[src/rtl/nearest_search_pkg.sv]
// Shared types and helpers for the nearest-value search block.
package nearest_search_pkg;

    localparam int S     = 8;
    localparam int N_MAX = 16;
    localparam int CNT_W = $clog2(N_MAX + 1);

    typedef enum logic [1:0] {
        IDLE   = 2'd0,
        LOAD   = 2'd1,
        REPORT = 2'd2
    } state_t;

    // Exact unsigned distance: always subtract the smaller from the larger.
    function automatic logic [S-1:0] abs_diff(input logic [S-1:0] a, input logic [S-1:0] b);
        if (a >= b) begin
            return a - b;
        end else begin
            return b - a;
        end
    endfunction

endpackage

[src/rtl/nearest_search_dist_pick.sv]
// Combinational distance compare: decides whether a candidate replaces the current best.
module nearest_search_dist_pick
    import nearest_search_pkg::*;
(
    input  logic [S-1:0] ref_val,
    input  logic [S-1:0] best_dist,
    input  logic [S-1:0] cand,
    input  logic         first,
    output logic         take,
    output logic [S-1:0] cand_dist
);

    assign cand_dist = abs_diff(cand, ref_val);
    // Strict less-than keeps the earlier index on a tie.
    assign take      = first | (cand_dist < best_dist);

endmodule

[src/rtl/nearest_search.sv]
// Streams candidates, keeps the one closest to a latched reference and reports it.
// Optional out_dist port is enabled by defining NEAREST_SEARCH_DIST_EN.
module nearest_search
    import nearest_search_pkg::*;
(
    input  logic             clk,
    input  logic             reset,
    input  logic             start,
    input  logic [S-1:0]     ref_in,
    input  logic [CNT_W-1:0] count,
    input  logic             in_valid,
    input  logic [S-1:0]     in_data,
    output logic             in_ready,
    output logic             busy,
    output logic             out_valid,
    output logic [S-1:0]     out_data,
    output logic [CNT_W-1:0] out_index,
`ifdef NEAREST_SEARCH_DIST_EN
    output logic [S-1:0]     out_dist,
`endif
    input  logic             out_ready
);

    state_t           state_r;
    logic [S-1:0]     ref_r;
    logic [CNT_W-1:0] target_r;
    logic [CNT_W-1:0] rcv_cnt_r;
    logic [S-1:0]     best_data_r;
    logic [CNT_W-1:0] best_index_r;
    logic [S-1:0]     best_dist_r;
    logic [CNT_W-1:0] count_clamped_s;
    logic             take_s;
    logic [S-1:0]     cand_dist_s;

    nearest_search_dist_pick u_dist_pick (
        .ref_val   (ref_r),
        .best_dist (best_dist_r),
        .cand      (in_data),
        .first     (rcv_cnt_r == {CNT_W{1'b0}}),
        .take      (take_s),
        .cand_dist (cand_dist_s)
    );

    // Requests above the maximum are clamped rather than rejected.
    always_comb begin
        count_clamped_s = count;
        if (count > CNT_W'(N_MAX)) begin
            count_clamped_s = CNT_W'(N_MAX);
        end else begin
            count_clamped_s = count;
        end
    end

    // Search FSM with best-candidate tracking and registered handshake outputs.
    always_ff @(posedge clk or negedge reset) begin
        if (!reset) begin
            state_r      <= IDLE;
            ref_r        <= {S{1'b0}};
            target_r     <= {CNT_W{1'b0}};
            rcv_cnt_r    <= {CNT_W{1'b0}};
            best_data_r  <= {S{1'b0}};
            best_index_r <= {CNT_W{1'b0}};
            best_dist_r  <= {S{1'b0}};
            in_ready     <= 1'b0;
            busy         <= 1'b0;
            out_valid    <= 1'b0;
        end else begin
            case (state_r)
                IDLE: begin
                    if (start) begin
                        ref_r       <= ref_in;
                        target_r    <= count_clamped_s;
                        rcv_cnt_r   <= {CNT_W{1'b0}};
                        best_data_r <= {S{1'b0}};
                        best_dist_r <= {S{1'b0}};
                        busy        <= 1'b1;
                        if (count == {CNT_W{1'b0}}) begin
                            best_index_r <= {CNT_W{1'b1}};
                            out_valid    <= 1'b1;
                            state_r      <= REPORT;
                        end else begin
                            best_index_r <= {CNT_W{1'b0}};
                            in_ready     <= 1'b1;
                            state_r      <= LOAD;
                        end
                    end else begin
                        state_r <= IDLE;
                    end
                end
                LOAD: begin
                    if (in_valid) begin
                        rcv_cnt_r <= rcv_cnt_r + CNT_W'(1);
                        if (take_s) begin
                            best_data_r  <= in_data;
                            best_index_r <= rcv_cnt_r;
                            best_dist_r  <= cand_dist_s;
                        end else begin
                            best_data_r  <= best_data_r;
                        end
                        if (rcv_cnt_r == target_r - CNT_W'(1)) begin
                            in_ready  <= 1'b0;
                            out_valid <= 1'b1;
                            state_r   <= REPORT;
                        end else begin
                            state_r   <= LOAD;
                        end
                    end else begin
                        state_r <= LOAD;
                    end
                end
                REPORT: begin
                    if (out_ready) begin
                        out_valid <= 1'b0;
                        busy      <= 1'b0;
                        state_r   <= IDLE;
                    end else begin
                        state_r   <= REPORT;
                    end
                end
                default: begin
                    in_ready  <= 1'b0;
                    busy      <= 1'b0;
                    out_valid <= 1'b0;
                    state_r   <= IDLE;
                end
            endcase
        end
    end

    assign out_data  = best_data_r;
    assign out_index = best_index_r;
`ifdef NEAREST_SEARCH_DIST_EN
    assign out_dist  = best_dist_r;
`endif

endmodule
[config.mk]
export PLATFORM = sky130hd
export DESIGN_NAME = nearest_search
export DESIGN_NICKNAME = d
export VERILOG_FILES = /design/src/rtl/nearest_search_pkg.sv /design/src/rtl/nearest_search_dist_pick.sv /design/src/rtl/nearest_search.sv
export SDC_FILE = /design/constraint.sdc
export NUM_CORES = 1
export LEC_CHECK = 0
export CAP_MARGIN = 20
export CORE_AREA = 2 2 79 81
export DETAILED_ROUTE_END_ITERATION = 8
export DIE_AREA = 0 0 81 83
export PLACE_DENSITY = 0.75
export SYNTH_ARGS = -nofsm -noshare
export SYNTH_HDL_FRONTEND = slang
export SYNTH_SLANG_ARGS = --single-unit
[constraint.sdc]
create_clock -name clk -period 3.8 [get_ports clk]
set_input_delay 0.38 -clock clk [delete_from_list [all_inputs] [get_ports clk]]
set_output_delay 0.38 -clock clk [all_outputs]
set_load 0.02 [all_outputs]
## Word level (Yosys, flattened, before mapping)

Cells that the tools add are included.

- Register bits after elaboration: 44
- Input port bits: 26
- Output and inout bits: 16

- Add/subtract/negate cells: 4
- Order comparisons: 3
- Eq/ne operators: 10
- Multiplexer cells: 36
- Bitwise gates (word level): 3
- Reduce and logical (&&, ||, !) cells: 10

Operators by type and width:

| cell | number |
|---|---|
| $mux W8 | 6 |
| $mux W5 | 7 |
| $pmux W8 S2 | 2 |
| $pmux W5 S2 | 2 |
| $sub A8 B8 Y8 | 2 |
| $ne A2 B2 Y1 const B | 7 |
| $logic_not A5 Y1 | 2 |
| $mux W1 | 10 |
| $mux W2 | 5 |
| $reduce_and A5 Y1 | 2 |
| $pmux W1 S3 | 3 |
| $ge A8 B8 Y1 | 1 |
| $lt A8 B8 Y1 | 1 |
| $pmux W2 S3 | 1 |
| $reduce_and A3 Y1 | 2 |
| $add A5 B1 Y5 const B | 1 |
| $eq A5 B5 Y1 | 1 |
| $gt A5 B5 Y1 const B | 1 |
| $sub A5 B1 Y5 const B | 1 |
| $reduce_and A4 Y1 | 1 |
| $eq A2 B1 Y1 const B | 1 |
| $eq A2 B2 Y1 const B | 1 |
| $logic_not A2 Y1 | 1 |
| $not A1 Y1 | 2 |
| 3 further kinds | 3 |

## Depth between registers and ports, before layout

Gate-level depths: netlist of run 1.

- Word-level depth: 7
- Mapped depth: 17

## Modules after synthesis

From an unflattened synthesis of run 1, not the netlist that was laid out.

- Cell total of the unflattened synthesis: 329
- Area total of the unflattened synthesis: 2,856.5 sq um

Modules (own cells, without submodules):

| module | instances | cells each | area an instance (sq um) | seq. area each (sq um) |
|---|---|---|---|---|
| nearest_search | 1 | 221 | 2,028.2 | 1,101.1 |
| nearest_search_dist_pick | 1 | 108 | 828.3 | 0.0 |

## Least setup slack after synthesis of run 1

OpenSTA, ideal clock, no wires.

- Kind: reg2reg
- Start: reg ref_r[0]
- End: reg best_dist_r[3]
- Arrival: 3.487 ns
- Required time: 3.679 ns
- Slack: 0.192 ns
- Cell stages (with the launch flop): 18
- Path buffers: 1
- Period minus slack after synthesis: 3.608 ns
- Path through: dfrtp_1 -> inv_1 -> ha_1 -> inv_1 -> fa_1 -> a21o_1 -> a2111oi_0 -> o32a_1 -> o22ai_1 -> xor2_1 -> ha_1 -> and4_1 -> o21ai_0 -> a21oi_1 -> o311a_2 -> or2_4 -> buf_6 -> a22o_1

- Longest elaborated chain between the ends: 6
- Elaborated cells on any way between the ends: 11
- Those cells by class: add/sub: 2; order compare: 2; eq/ne: 1; mux: 4; bitwise: 1; reduce/logical: 1

Ends and longest elaborated chain:

| item | line | source |
|---|---|---|
| start: declaration | nearest_search.sv:25 | `logic [S-1:0] ref_r;` |
| start signal: assignment | nearest_search.sv:58 | `ref_r <= {S{1'b0}};` |
| start signal: assignment | nearest_search.sv:71 | `ref_r <= ref_in;` |
| $sub A8 B8 Y8 (tied with other cells) | nearest_search_pkg.sv:19 | `return b - a;` |
| $mux W8 (*) | nearest_search_pkg.sv:16 | `if (a >= b) begin` |
| $lt A8 B8 Y1 | nearest_search_dist_pick.sv:15 | `assign take = first \| (cand_dist < best_dist);` |
| $or A1 B1 Y1 | nearest_search_dist_pick.sv:15 |  |
| $ne A2 B2 Y1 (no source line) | -- |  |
| $reduce_and A4 Y1 (no source line) | -- |  |
| end signal: assignment | nearest_search.sv:63 | `best_dist_r <= {S{1'b0}};` |
| end signal: assignment | nearest_search.sv:75 | `best_dist_r <= {S{1'b0}};` |
| end signal: assignment | nearest_search.sv:96 | `best_dist_r <= cand_dist_s;` |
| end: declaration | nearest_search.sv:30 | `logic [S-1:0] best_dist_r;` |

Every way passes the cells marked *; elsewhere a longest branch is shown, timed or not. The select of a mux whose other input is x is not followed.
A chain may end at the register's enable or synchronous reset.

## Final worst setup path of run 1

- Start: in in_data[2]
- End: reg best_data_r[0] (netlist: out_data[0])

- Longest elaborated chain between the ends: 6
- Elaborated cells on any way between the ends: 8
- Those cells by class: add/sub: 2; order compare: 2; eq/ne: 1; mux: 1; bitwise: 1; reduce/logical: 1

Ends and longest elaborated chain:

| item | line | source |
|---|---|---|
| start: declaration | nearest_search.sv:12 | `input logic [S-1:0] in_data,` |
| $sub A8 B8 Y8 (tied with other cells) | nearest_search_pkg.sv:19 |  |
| $mux W8 (*) | nearest_search_pkg.sv:16 |  |
| $lt A8 B8 Y1 (*) | nearest_search_dist_pick.sv:15 |  |
| $or A1 B1 Y1 (*) | nearest_search_dist_pick.sv:15 |  |
| $ne A2 B2 Y1 (no source line) (*) | -- |  |
| $reduce_and A4 Y1 (no source line) (*) | -- |  |
| end signal: assignment | nearest_search.sv:61 | `best_data_r <= {S{1'b0}};` |
| end signal: assignment | nearest_search.sv:74 | `best_data_r <= {S{1'b0}};` |
| end signal: assignment | nearest_search.sv:94 | `best_data_r <= in_data;` |
| end: declaration | nearest_search.sv:28 | `logic [S-1:0] best_data_r;` |

Every way passes the cells marked *; elsewhere a longest branch is shown, timed or not.

==> impl_metrics.env, run 1 <==
export IMPL_synth_edff_count=0
export IMPL_vdd_drop_max_uv=502
export IMPL_clkLatencyLatePin_ps=300
export IMPL_finClkSkew_ps=7.83
export IMPL_cts_sinks=44
export IMPL_die_area_sq_mm=0.00672
export IMPL_timing_final_ws_setup_ps=-7.71
export IMPL_worst_pin_slew_ps=693
export IMPL_clk_pin_slew_ps=90
export IMPL_finalSetupViolCount=5
export IMPL_violations="setup timing"
export IMPL_die_height_um=83
export IMPL_grt_pass1_wl_um=10400
export IMPL_cts_buffers=5
export IMPL_min_period_over_period_pct=100
export IMPL_hpwlAfterDp_um=4510
export IMPL_hold_violations=0
export IMPL_power_density_mw_per_mm2=968
export IMPL_overflow=0
export IMPL_cp_required_ps=4030
export IMPL_reg2reg_from="ref_r[0]"
export IMPL_startpoint="in_data[2]"
export IMPL_worstPathCellList="clkdlybuf4s50_1 -> inv_1 -> ha_4 -> buf_4 -> a21oi_1 -> nand2_1 -> a221oi_2 -> mux2i_1 -> xor2_1 -> ha_1 -> and4_1 -> o21ai_0 -> a21oi_1 -> o311a_4 -> buf_6 -> nor2_4 -> buf_6 -> a22o_1"
export IMPL_num_antenna_cells=0
export IMPL_vias_per_cell=5.32
export IMPL_wl_per_cell_um=15.6
export IMPL_grt_antenna_before_repair=0
export IMPL_fp_dieW_um=81
export IMPL_routed_wl_um=6930
export IMPL_synth_nets=342
export IMPL_maxSlewViolCount=0
export IMPL_initial_core_util_pct=48.3
export IMPL_htree_levels=2
export IMPL_cap_viol_max_count=0
export IMPL_layout_nets=423
export IMPL_syn_area_per_cell_sq_um=9.72
export IMPL_path_class="primary input to flop"
export IMPL_drc=0
export IMPL_max_stage_delay_ps=530
export IMPL_crit_slowest_cell="clkdlybuf4s50_1"
export IMPL_gp_congestion=0.854
export IMPL_synth_mux_area_share_pct=3.61
export IMPL_area_delta_synth_final_pct=36.3
export IMPL_path_max_fanout=5
export IMPL_synthAdderAreaFrac_pct=12.6
export IMPL_cp_data_arrival_time_ps=4040
export IMPL_synthXorXnorAreaFrac_pct=4.36
export IMPL_clockBufferDepth=2
export IMPL_ys_seq_elements=44
export IMPL_hold_path_class="primary input to async pin"
export IMPL_drive_above_1_share_pct=22.2
export IMPL_yosys_warnings=0
export IMPL_num_vias=2367
export IMPL_clockRootBuffer="clkbuf_8"
export IMPL_drtIter0Drc=127
export IMPL_grt_pass1_vias=2235
export IMPL_ios=42
export IMPL_ys_seq_area_share_pct=39.2
export IMPL_relSlewSlack_pct=53.7
export IMPL_async_flop_share_pct=100
export IMPL_start_kind="primary input"
export IMPL_drt_first_pass_iters=5
export IMPL_cts_tree="done"
export IMPL_io_buffer_count=41
export IMPL_grt_max_degree=45
export IMPL_critPathTopFamily="compound AO/OA/AOI/OAI gates"
export IMPL_crit_path_end_kind="flop"
export IMPL_status="finished with violations"
export IMPL_synth_compound_area_share_pct=19.0
export IMPL_rows=28
export IMPL_power_leakage_nw=1.81
export IMPL_grt_usage_pct=19.7
export IMPL_period_minus_slack_ps=3810
export IMPL_synthSimpleGateAreaFrac_pct=12.8
export IMPL_synth_top_family_by_area="compound AO/OA/AOI/OAI gates"
export IMPL_max_freq_mhz=263
export IMPL_hold_ws_ps=50.9
export IMPL_synthCells=289
export IMPL_ys_types=50
export IMPL_power_mw=3.71
export IMPL_fp_coreArea_sq_mm=0.00582
export IMPL_drtAntennaViolNets=0
export IMPL_synthFlopType="dfrtp_1"
export IMPL_syn_area_sq_mm=0.00281
export IMPL_cp_num_buf_inv=5
==> final timing paths <==
check,endpoint,slack [ps],depth (start not counted)
setup / recovery,out_data[0],-8,18
min in group clk,best_dist_r[0],490,1
hold reg to reg,best_dist_r[0],490,1
max in group asynchronous,best_dist_r[1],3250,2
hold / removal,best_dist_r[6],50,1
setup reg to reg,out_data[0],80,18
==> metrics by stage <==
stage	setup TNS [ps]	util, %	area, sq um	cells	setup slack [ps]
after floorplan	0	-	2810	289	192
after global placement	-8660	60.0	3490	429	-423
after detailed placement	-10320	60.0	3490	429	-509
after CTS	0	62.5	3630	439	13.0
after global routing	-1970	65.9	3830	445	-124
final	-17.9	65.9	3830	445	-7.71
==> power by group <==
group | switching (mW) | internal [mW]
Clock | 0.162 | 0.125
Sequential | 0.165 | 0.675
Combinational | 1.26 | 1.32
==> synthesized netlist by cell type, types with 3 or more instances <==
cell / instances / area share (%)
clkbuf_1: 3 / 0.40
nor2b_1: 3 / 0.67
nand4_1: 5 / 1.1
nor3_1: 4 / 0.71
dfrtp_1: 44 / 39
o21ai_0: 15 / 2.7
nand2_1: 26 / 3.5
xor2_1: 8 / 2.5
a31oi_1: 3 / 0.67
nor2_1: 10 / 1.3
nand3b_1: 7 / 1.9
mux2i_1: 9 / 3.2
nand2b_1: 3 / 0.67
inv_1: 37 / 4.9
buf_6: 4 / 1.6
xnor2_1: 6 / 1.9
a21o_1: 7 / 1.9
ha_1: 25 / 11
a22o_1: 16 / 5.0
a21oi_1: 15 / 2.7
==> layout make-up <==
type                       count  area, sq um
clock buffer                   5         68.8
clock inverter                 2         12.5
fill                         461         1980
inverter                      37          139
multi-input combinational    198         1650
sequential                    44         1100
tap                           75         93.8
timing repair buffer          84          764
==> state kept, by name, indices dropped and copies added (netlist names) <==
name	flops
in_ready	1
out_data	8
ref_r	8
out_valid	1
busy	1
rcv_cnt_r	5
state_r	2
out_index	5
best_dist_r	8
target_r	5
==> logic make-up after synthesis <==
group,count (synthesis)
multiplexers,10
XOR/XNOR,14
buffers and inverters,50
flip-flops,44
AND/OR/NAND/NOR,69
adder cells (fa/ha/maj),27
AO/OA/AOI/OAI,75
==> what timing repair did <==
action	in CTS	in global routing
cloned	2	2
pin swaps	8	18
hold buffers	0	0
buffers inserted	1	3
gates resized for setup	14	24
setup endpoints to repair	21	21
==> per-layer routing <==
metal  wire length (um)  vias to the layer above  global-route usage (%)
met4                 57                        0                    5.86
met5                  0                        -                       0
met1               3300                     1131                    29.2
met3                245                        4                    3.48
li1                   -                     1169                       -
met2               3330                       63                    29.4
==> cells in the final DEF (no fill, tap or decap), drive strengths merged, types with 2 or more instances in the layout <==
cell type	instances
nor2b	3
a31oi	3
nand2	26
nand3b	7
fa	2
and2	3
a21oi	15
xor2	8
xnor2	6
nand4	5
dfrtp	44
a2111oi	3
nor3	4
a21o	7
o21ai	15
clkbuf	5
inv	37
clkdlybuf4s50	38
or2	4
a221oi	2
ha	25
mux2i	9
nor2	12
buf	44
nand2b	3
o22ai	2
o2bb2ai	2
a22o	16
No activity file was read; power rests on OpenSTA's default activity.
==> run 2, diff against run 1 <==
--- a/config.mk
+++ b/config.mk
@@ -6,10 +6,10 @@
 export NUM_CORES = 1
 export LEC_CHECK = 0
 export CAP_MARGIN = 20
-export CORE_AREA = 2 2 79 81
+export CORE_AREA = 2 2 83 85
 export DETAILED_ROUTE_END_ITERATION = 8
-export DIE_AREA = 0 0 81 83
-export PLACE_DENSITY = 0.75
+export DIE_AREA = 0 0 85 87
+export PLACE_DENSITY = 0.69
 export SYNTH_ARGS = -nofsm -noshare
 export SYNTH_HDL_FRONTEND = slang
 export SYNTH_SLANG_ARGS = --single-unit
==> impl_metrics.env, run 2 (synthesis gave the netlist of run 1 again) <==
export IMPL_cts_buffers=5
export IMPL_path_class="primary input to flop"
export IMPL_crit_path_end_kind="flop"
export IMPL_power_leakage_nw=1.84
export IMPL_htree_levels=2
export IMPL_drive_above_1_share_pct=22.6
export IMPL_finalSetupViolCount=0
export IMPL_timing_reg2reg_setup_slack_ps=40
export IMPL_num_antenna_cells=0
export IMPL_grt_pass1_wl_um=11300
export IMPL_overflow=0
export IMPL_clkLatencyLatePin_ps=300
export IMPL_final_cell_mix="buf_4 (46), dfrtp_1 (44), clkdlybuf4s50_1 (39)"
export IMPL_cp_common_cell="ha_1"
export IMPL_finClkSkew_ps=7.16
export IMPL_initial_core_util_pct=42.8
export IMPL_hold_path_class="primary input to flop"
export IMPL_hpwlAfterDp_um=4690
export IMPL_cp_data_arrival_time_ps=3960
export IMPL_max_stage_delay_ps=470
export IMPL_worst_pin_slew_ps=681
export IMPL_io_buffer_count=41
export IMPL_critPathTopFamily="compound AO/OA/AOI/OAI gates"
export IMPL_relSlewSlack_pct=54.5
export IMPL_startpoint="in_data[3]"
export IMPL_finalInstanceArea_sq_mm=0.00386
export IMPL_vdd_drop_max_uv=382
export IMPL_num_vias=2409
export IMPL_die_height_um=87
export IMPL_worstPathCellList="clkdlybuf4s50_1 -> inv_1 -> ha_1 -> a21oi_1 -> a31oi_4 -> nor2_4 -> mux2i_1 -> xor2_1 -> ha_1 -> and4_1 -> o21ai_2 -> a21oi_2 -> o311a_4 -> or2_4 -> a22o_1"
export IMPL_drc=0
export IMPL_clockRootBuffer="clkbuf_8"
export IMPL_path_max_fanout=6
export IMPL_cp_required_ps=3990
export IMPL_cp_num_buf_inv=2
export IMPL_drt_first_pass_iters=4
export IMPL_clockBufferDepth=2
export IMPL_drtIter0Drc=107
export IMPL_rows=30
export IMPL_drtAntennaViolNets=0
export IMPL_area_delta_synth_final_pct=37.4
export IMPL_vias_per_cell=5.28
export IMPL_hp_start="in_data[0]"
export IMPL_ios=42
export IMPL_cap_viol_max_count=0
export IMPL_rsz0062_at_grt="yes"
export IMPL_min_period_over_period_pct=99.0
export IMPL_grt_antenna_before_repair=0
export IMPL_cts_sinks=44
export IMPL_post_dp_cell_area_sq_mm=0.00352
export IMPL_crit_slowest_cell="clkdlybuf4s50_1"
export IMPL_power_density_mw_per_mm2=975
export IMPL_mostFrequentLayoutCell="buf_4"
export IMPL_grt_pass1_vias=2426
export IMPL_grt_usage_pct=19.3
export IMPL_final_core_util_pct=58.8
export IMPL_wl_per_cell_um=15.0
export IMPL_cts_tree="done"
export IMPL_hold_violations=0
export IMPL_status="complete, no violations"
export IMPL_fp_dieW_um=85
export IMPL_grt_max_degree=45
export IMPL_fp_coreArea_sq_mm=0.00657
export IMPL_routed_wl_um=6850
export IMPL_layout_nets=428
export IMPL_max_freq_mhz=266
export IMPL_reg2reg_from="ref_r[0]"
export IMPL_clk_pin_slew_ps=90
export IMPL_period_minus_slack_ps=3760
export IMPL_die_area_sq_mm=0.00740
export IMPL_maxSlewViolCount=0
export IMPL_start_kind="primary input"
export IMPL_gp_congestion=0.871
[run 2: cell count changes in the layout (fill, tap and decap cells not counted), sizes merged]
cell and change:
clkinv -1, buf +4, bufinv +1, dlygate4sd3 +1, inv +1, dlygate4sd2 -1, clkdlybuf4s50 +1
[run 2: final timing paths]
check | to | depth (start not counted)
max | out_data[1] | 15
min | out_data[0] | 2
max reg2reg | out_data[1] | 16
min reg2reg | best_dist_r[0] | 1
max in group asynchronous | best_dist_r[2] | 3
min in group asynchronous | ref_r[7] | 2
[run 2: through the flow]
stage / hold slack [ps] / TNS [ps] / setup WS, ps / cells / total power, mW
2_1_floorplan: 84.4 / 0 / 192 / 289 / 2.27
3_3_place_gp: 455 / -9120 / -445 / 437 / 2.94
3_5_place_dp: 482 / -11260 / -562 / 437 / 2.99
4_1_cts: 276 / 0 / 17.9 / 449 / 3.55
5_1_grt: 497 / -2000 / -147 / 456 / 4.07
6_report: 483 / 0 / 36.3 / 456 / 3.76
[run 2: power by group]
part	internal [mW]	leakage, nW	switching, mW
Combinational	1.31	1.23	1.24
Clock	0.198	0.0548	0.179
Sequential	0.675	0.548	0.166
[run 2: layer usage]
| metal | vias to the layer above | share of wire (%) | GRT usage [%] |
|---|---|---|---|
| met3 | 9 | 4.6 | 3.13 |
| met4 | 0 | 1.8 | 7.79 |
| met2 | 58 | 48 | 31.3 |
| met1 | 1158 | 45 | 25.7 |
| li1 | 1184 | - | - |
| met5 | - | 0 | 0 |
[run 2: final cells by class]
class,instances,area [sq um]
Clock buffer,5,68.8
Fill cell,557,2710
Clock inverter,3,46.3
Sequential cell,44,1100
Multi-Input combinational cell,198,1620
Inverter,37,139
Timing Repair Buffer,89,783
Tap cell,80,100
[run 2: repair_timing]
item | CTS | global route
cloned | 3 | 0
endpoints found under the setup margin | 21 | 21
setup buffers | 1 | 5
pin swaps | 6 | 19
endpoints found under the hold margin | 0 | 11
resized for setup | 10 | 18
hold buffers | 0 | 1
